`src/rtl/branch_predictor_gshare.sv`:
```
// branch_predictor_gshare: gshare conditional-direction predictor (global
// history XOR PC indexing a table of saturating counters) paired with a
// direct-mapped branch target buffer. Lookups are combinational; table
// writes land on the clock edge and are visible from the next cycle.
// After reset an INIT sweep rewrites every PHT entry to weakly not-taken
// and clears every BTB valid bit, one entry per cycle, before RUN.
// Optional build macro BP_SPEC_GHR_EN: the GHR is shifted speculatively
// at lookup and repaired from the returned checkpoint on a mispredict.
module branch_predictor_gshare #(
  parameter int GHR_BITS    = 8,
  parameter int CTR_BITS    = 2,
  parameter int BTB_ENTRIES = 16,
  parameter int DBITS       = 32
) (
  input  logic                clk,
  input  logic                reset,
  input  logic [DBITS-1:0]    lookup_pc,
  input  logic                lookup_valid,
  output logic                pred_taken,
  output logic [DBITS-1:0]    pred_next_pc,
  output logic [GHR_BITS-1:0] pred_index,
  output logic [GHR_BITS-1:0] pred_ghr,
  output logic                ready,
  input  logic                upd_valid,
  input  logic                upd_cond,
  input  logic [DBITS-1:0]    upd_pc,
  input  logic [GHR_BITS-1:0] upd_index,
  input  logic [GHR_BITS-1:0] upd_ghr,
  input  logic                upd_taken,
  input  logic [DBITS-1:0]    upd_target,
  input  logic                upd_mispred
);

  localparam int PHT_DEPTH    = 1 << GHR_BITS;
  localparam int BTB_IDX_BITS = $clog2(BTB_ENTRIES);
  localparam int TAG_BITS     = DBITS - BTB_IDX_BITS - 2;

  localparam logic [CTR_BITS-1:0] CTR_WEAK_NT = {1'b0, {(CTR_BITS-1){1'b1}}};
  localparam logic [CTR_BITS-1:0] CTR_MAX     = '1;
  localparam logic [CTR_BITS-1:0] CTR_MIN     = '0;

  typedef enum logic {
    ST_INIT,
    ST_RUN
  } state_t;

  state_t              r_state;
  logic [GHR_BITS-1:0] r_cnt;
  logic [GHR_BITS-1:0] r_ghr;
  logic                r_ready;

  logic [CTR_BITS-1:0] r_pht       [PHT_DEPTH];
  logic                r_btb_valid [BTB_ENTRIES];
  logic [TAG_BITS-1:0] r_btb_tag   [BTB_ENTRIES];
  logic [DBITS-1:0]    r_btb_tgt   [BTB_ENTRIES];

  logic                    w_run;
  logic [GHR_BITS-1:0]     w_lk_index;
  logic [BTB_IDX_BITS-1:0] w_lk_btb_idx;
  logic [TAG_BITS-1:0]     w_lk_tag;
  logic                    w_lk_hit;
  logic                    w_lk_taken;
  logic [DBITS-1:0]        w_lk_seq_pc;

  logic [BTB_IDX_BITS-1:0] w_upd_btb_idx;
  logic [TAG_BITS-1:0]     w_upd_tag;
  logic [CTR_BITS-1:0]     w_upd_ctr;
  logic [CTR_BITS-1:0]     w_upd_ctr_next;

  logic                    w_init_btb;
  logic [BTB_IDX_BITS-1:0] w_init_btb_idx;
  logic [GHR_BITS-1:0]     w_ghr_next;
  logic                    w_unused;

  assign w_run = (r_state == ST_RUN);

  // Lookup path: PHT index, BTB hit detection and next-PC selection.
  always_comb begin
    w_lk_index   = lookup_pc[GHR_BITS+1:2] ^ r_ghr;
    w_lk_btb_idx = lookup_pc[BTB_IDX_BITS+1:2];
    w_lk_tag     = lookup_pc[DBITS-1:BTB_IDX_BITS+2];
    w_lk_seq_pc  = lookup_pc + DBITS'(4);
    w_lk_hit     = r_btb_valid[w_lk_btb_idx] && (r_btb_tag[w_lk_btb_idx] == w_lk_tag);
    w_lk_taken   = w_run && w_lk_hit && r_pht[w_lk_index][CTR_BITS-1];
  end

  assign pred_taken   = w_lk_taken;
  assign pred_next_pc = w_lk_taken ? r_btb_tgt[w_lk_btb_idx] : w_lk_seq_pc;
  assign pred_index   = w_lk_index;
  assign pred_ghr     = r_ghr;
  assign ready        = r_ready;

  // Update path: BTB slot/tag of the resolved PC and the saturated counter value.
  always_comb begin
    w_upd_btb_idx = upd_pc[BTB_IDX_BITS+1:2];
    w_upd_tag     = upd_pc[DBITS-1:BTB_IDX_BITS+2];
    w_upd_ctr     = r_pht[upd_index];
    if (upd_taken) begin
      w_upd_ctr_next = (w_upd_ctr == CTR_MAX) ? w_upd_ctr : w_upd_ctr + CTR_BITS'(1);
    end else begin
      w_upd_ctr_next = (w_upd_ctr == CTR_MIN) ? w_upd_ctr : w_upd_ctr - CTR_BITS'(1);
    end
  end

  // INIT sweep: only the first BTB_ENTRIES steps of the counter touch the BTB.
  always_comb begin
    w_init_btb     = ({1'b0, r_cnt} < (GHR_BITS+1)'(BTB_ENTRIES));
    w_init_btb_idx = r_cnt[BTB_IDX_BITS-1:0];
  end

  // Next global history value while running.
  always_comb begin
    w_ghr_next = r_ghr;
`ifdef BP_SPEC_GHR_EN
    // Repair from the checkpoint wins over a same-cycle speculative shift.
    if (upd_valid && upd_mispred) begin
      w_ghr_next = upd_cond ? {upd_ghr[GHR_BITS-2:0], upd_taken} : upd_ghr;
    end else if (lookup_valid && w_lk_hit) begin
      w_ghr_next = {r_ghr[GHR_BITS-2:0], w_lk_taken};
    end
`else
    if (upd_valid && upd_cond) begin
      w_ghr_next = {r_ghr[GHR_BITS-2:0], upd_taken};
    end
`endif
  end

`ifdef BP_SPEC_GHR_EN
  assign w_unused = ^{lookup_pc[1:0], upd_pc[1:0]};
`else
  assign w_unused = ^{lookup_pc[1:0], upd_pc[1:0], lookup_valid, upd_ghr, upd_mispred};
`endif

  // Control FSM: INIT sweep counter, RUN state, registered ready and GHR.
  always_ff @(posedge clk) begin
    if (reset) begin
      r_state <= ST_INIT;
      r_cnt   <= '0;
      r_ghr   <= '0;
      r_ready <= 1'b0;
    end else begin
      case (r_state)
        ST_INIT: begin
          r_cnt <= r_cnt + GHR_BITS'(1);
          if (r_cnt == '1) begin
            r_state <= ST_RUN;
            r_ready <= 1'b1;
          end
        end
        ST_RUN: begin
          r_ghr <= w_ghr_next;
        end
        default: begin
          r_state <= ST_INIT;
          r_cnt   <= '0;
          r_ready <= 1'b0;
        end
      endcase
    end
  end

  // Table writes: INIT sweep, or training from resolved instructions in RUN.
  always_ff @(posedge clk) begin
    if (!reset) begin
      if (r_state == ST_INIT) begin
        r_pht[r_cnt] <= CTR_WEAK_NT;
        if (w_init_btb) begin
          r_btb_valid[w_init_btb_idx] <= 1'b0;
        end
      end else if (upd_valid) begin
        if (upd_cond) begin
          r_pht[upd_index] <= w_upd_ctr_next;
        end
        if (upd_taken) begin
          r_btb_valid[w_upd_btb_idx] <= 1'b1;
          r_btb_tag[w_upd_btb_idx]   <= w_upd_tag;
          r_btb_tgt[w_upd_btb_idx]   <= upd_target;
        end
      end
    end
  end

endmodule

```
`config.mk`:
```
export PLATFORM = sky130hd
export DESIGN_NAME = branch_predictor_gshare
export DESIGN_NICKNAME = d
export VERILOG_FILES = /design/src/rtl/branch_predictor_gshare.sv
export SDC_FILE = /design/constraint.sdc
export NUM_CORES = 2
export LEC_CHECK = 0
export ABC_AREA = 1
export CELL_PAD_IN_SITES_DETAIL_PLACEMENT = 1
export CELL_PAD_IN_SITES_GLOBAL_PLACEMENT = 1
export CORE_MARGIN = 3
export CORE_UTILIZATION = 54
export DETAILED_ROUTE_END_ITERATION = 10
export PLACE_DENSITY_LB_ADDON = 0.1
export SLEW_MARGIN = 20
export SYNTH_ARGS = -nofsm -noshare
export SYNTH_HDL_FRONTEND = slang
export SYNTH_SLANG_ARGS = --single-unit
```
`constraint.sdc`:
```
create_clock -name clk -period 24.9 [get_ports clk]
set_input_delay 6.225 -clock clk [delete_from_list [all_inputs] [get_ports clk]]
set_output_delay 6.225 -clock clk [all_outputs]
set_load 0.005 [all_outputs]
```
==> results.py <==
metrics = {
    "drt": {
        "ant_nets": 0,
        "route.detailed.drc": 0,
        "wire_per_inst_um": 28.55,
        "first_pass_iters": 6,
        "routed_wl_um": 218600,
        "drt_iter0_markers": 6041,
        "vias_per_cell": 6.405,
        "vias": 49030,
    },
    "critical_path": {
        "start_kind": "input pin",
        "crit_path_end": "pred_next_pc[12]",
        "cp_common_cell": "nand3_1",
        "crit_slowest_cell": "nand2_4",
        "crit_path_max_fanout": 198,
        "rrSetupSlack_ps": 19830,
        "critPathArrivalTime_ps": 12640,
        "crit_type": "in -> out",
        "slowest_delay_ps": 790,
        "reg2reg_to": "r_pht[56][0]",
        "rr_startpoint": "r_state",
        "rr_worst_depth": 9,
        "cp.required_ps": 18670,
        "worst_setup_path_end_kind": "primary output",
        "path_cells": "buf_8 > inv_16 > nand2_2 > nand2_4 > buf_4 > nand2_1 > nand3_1 > nand3_1 > nand3_1 > nand3_1 > nand3_1 > nand3_1 > nand3_1 > nand3_4 > o21ai_1 > clkdlybuf4s50_1",
        "crit_cells": 16,
        "cp_top_family": "simple AND/OR/NAND/NOR gates",
        "crit_start": "lookup_pc[2]",
        "path_buf_inv": 4,
    },
    "timing": {
        "fin_ws_ps": 6037,
        "fin_setup_tns_ps": 0,
        "tightest_slew_ps": 1124,
        "fin_crit_sh_pct": 75.76,
        "fmax_mhz": 53.01,
        "fin_crit_ps": 18860,
        "hold_slack_ps": 484.0,
        "rsz0062_at_grt": "false",
        "setup_viol": 0,
        "hold_viol_final": 0,
        "relSlewSlack_pct": 25.05,
        "skew_ps": 33.91,
        "slew_violations": 0,
    },
    "layout": {
        "layout-drive-gt1-share_pct": 5.846,
        "fin_area_um2": 72110,
        "n_fill_cell": 12070,
        "seq_area_um2": 44080,
        "multi_input_area_um2": 17440,
        "syn_to_final_growth_pct": 12.30,
        "fin_nets": 6115,
    },
    "synth": {
        "synth-warning-count": 0,
        "synth_area_leader_cell": "edfxtp_1",
        "synth_most_common_cell": "edfxtp_1",
        "synthSimpleGateAreaFrac_pct": 18.09,
        "syn_inst": 5987,
        "synthMuxAreaShare_pct": 0,
        "yosys.area_share.adder_pct": 0.03897,
        "ys_seq_elements": 1474,
        "ys_types": 41,
        "syn-num-nets": 6108,
        "synth_flop_cell": "edfxtp_1",
        "synth_compound_area_share_pct": 8.181,
        "synth.top_cell.area_share_pct": 68.09,
        "seq_area_frac_synth_pct": 68.66,
        "synth_area_leaders": "edfxtp_1 (68%), nand2_1 (7.3%), nor2_1 (5.3%)",
        "synth_edf_count": 1456,
        "ys_top_cells_by_count": "edfxtp_1 (1456), nand2_1 (1248), nor2_1 (902), nand3_1 (639), o21ai_0 (550)",
        "syn_area_um2": 64210,
        "avgSynthCellArea_um2": 10.72,
        "synth-xor-area-share_pct": 0.5144,
        "synth_top_family_by_area": "simple AND/OR/NAND/NOR gates",
        "async_flop_share_pct": 0,
    },
    "worst_hold_path": {
        "hold_path.class": "reg -> reg",
    },
    "die": {
        "ioPinCount": 169,
        "die_width_um": 350.8,
        "core_um2": 117100,
        "die_area_um2": 123100,
        "die_h_um": 350.8,
        "initial_core_util_pct": 54.81,
        "rows": 125,
    },
    "cts": {
        "h-tree-depth": 4,
        "clock_latency_ps": 800,
        "cts-resized-gates": 0,
        "cts-buffers-inserted": 156,
        "clockRootBuffer": "clkbuf_16",
        "clockBufferDepth": 3,
        "hold_buffers": 0,
        "clock_sinks": 1474,
        "path_clk_slew_ps": 60,
        "cts_tree": "done",
        "cts_setup_buffers": 0,
    },
    "global_route": {
        "grt_pass1_wl_um": 322500,
        "grt_max_degree": 199,
        "grt.total_usage_pct": 35.39,
        "grt-ovfl-total": 0,
        "antenna_found_initial": 7,
        "grt_pass1_vias": 51210,
    },
    "placement": {
        "dp_slack_ps": 6284,
        "placed_area_um2": 66890,
        "detailed_place_hpwl_um": 121300,
        "port_buffers": 156,
        "place.gp.congestion": 0.8630,
    },
    "pwr": {
        "p_per_area_nw_per_um2": 75.67,
        "irDropWorstVdd_mv": 0.06704,
        "power.leakage_nw": 26.35,
    },
    "run": {
        "max-cap-violations": 0,
    },
    "outcome": {
        "status": "finished, final reports clean",
    },
}
## metrics by stage
stage,std cells,util (%),power (mW)
after floorplan,5987,-,2.962
after global placement,7358,57.07,3.103
after detailed placement,7360,57.10,3.116
after CTS,7648,61.54,5.461
after global routing,7650,61.55,5.594
final,7654,61.56,5.457
## layout make-up
cell class | instances | area share, %
sequential | 1474 | 61.13
multi-input combinational | 3801 | 24.19
clock buffer | 203 | 5.846
timing repair buffer | 240 | 3.101
tap | 1524 | 2.644
inverter | 321 | 1.713
clock inverter | 85 | 1.353
antenna | 6 | 0.02082
## worst min-delay path by stage
stage	from	endpoint	slack, ps	cells past startpoint
floorplan	r_cnt[3]	r_cnt[3]	440	1
global placement	r_cnt[3]	r_cnt[3]	450	1
detailed placement	r_cnt[3]	r_cnt[3]	470	1
CTS	r_cnt[6]	r_cnt[7]	490	2
global route	r_cnt[3]	r_cnt[3]	510	1
finish	r_cnt[3]	r_cnt[3]	480	1
## cell usage in the layout (no fill, tap or decap), types with 26 or more instances in the layout
cell type and instances:
clkinv_1 38, o21ai_1 38, buf_4 81, clkbuf_1 38, o22ai_1 184, xor2_1 26, clkdlybuf4s50_1 149, nand3_1 636
o221ai_1 47, o21ai_0 549, inv_1 308, a21oi_1 50, clkbuf_16 160, nor2_1 884, edfxtp_1 1456, nand2_1 1245
## per-layer routing
layer  up-vias  GRT usage [%]  wire [um]
li1      20980              -          -
met1     24860          46.54      83300
met2      2601          58.33     105800
met3       584          6.685      20450
met4         4          14.38       9012
met5         -              0         22
## where the power goes
part	internal, mW	leakage, nW	switching [mW]
Combinational	0.0987	9.36	0.266
Sequential	2.71	14.5	0.000950
Clock	1.36	2.51	1.02
Total	4.17	26.4	1.28
## registers in the layout, indices dropped and copies added (netlist names)
name and count:
pred_ghr 8, ready 1, r_btb_tag 416, r_cnt 8
r_pht 512, r_btb_valid 16, r_btb_tgt 512, r_state 1
## kinds of logic after synthesis
group / Yosys count
and+or+nand+nor: 2840
DFF: 1474
AOI/OAI and AO/OA: 923
buffers and inverters: 712
xor gates and xnor gates: 36
adders and majority gates: 2
No activity file was read; power rests on OpenSTA's default activity.
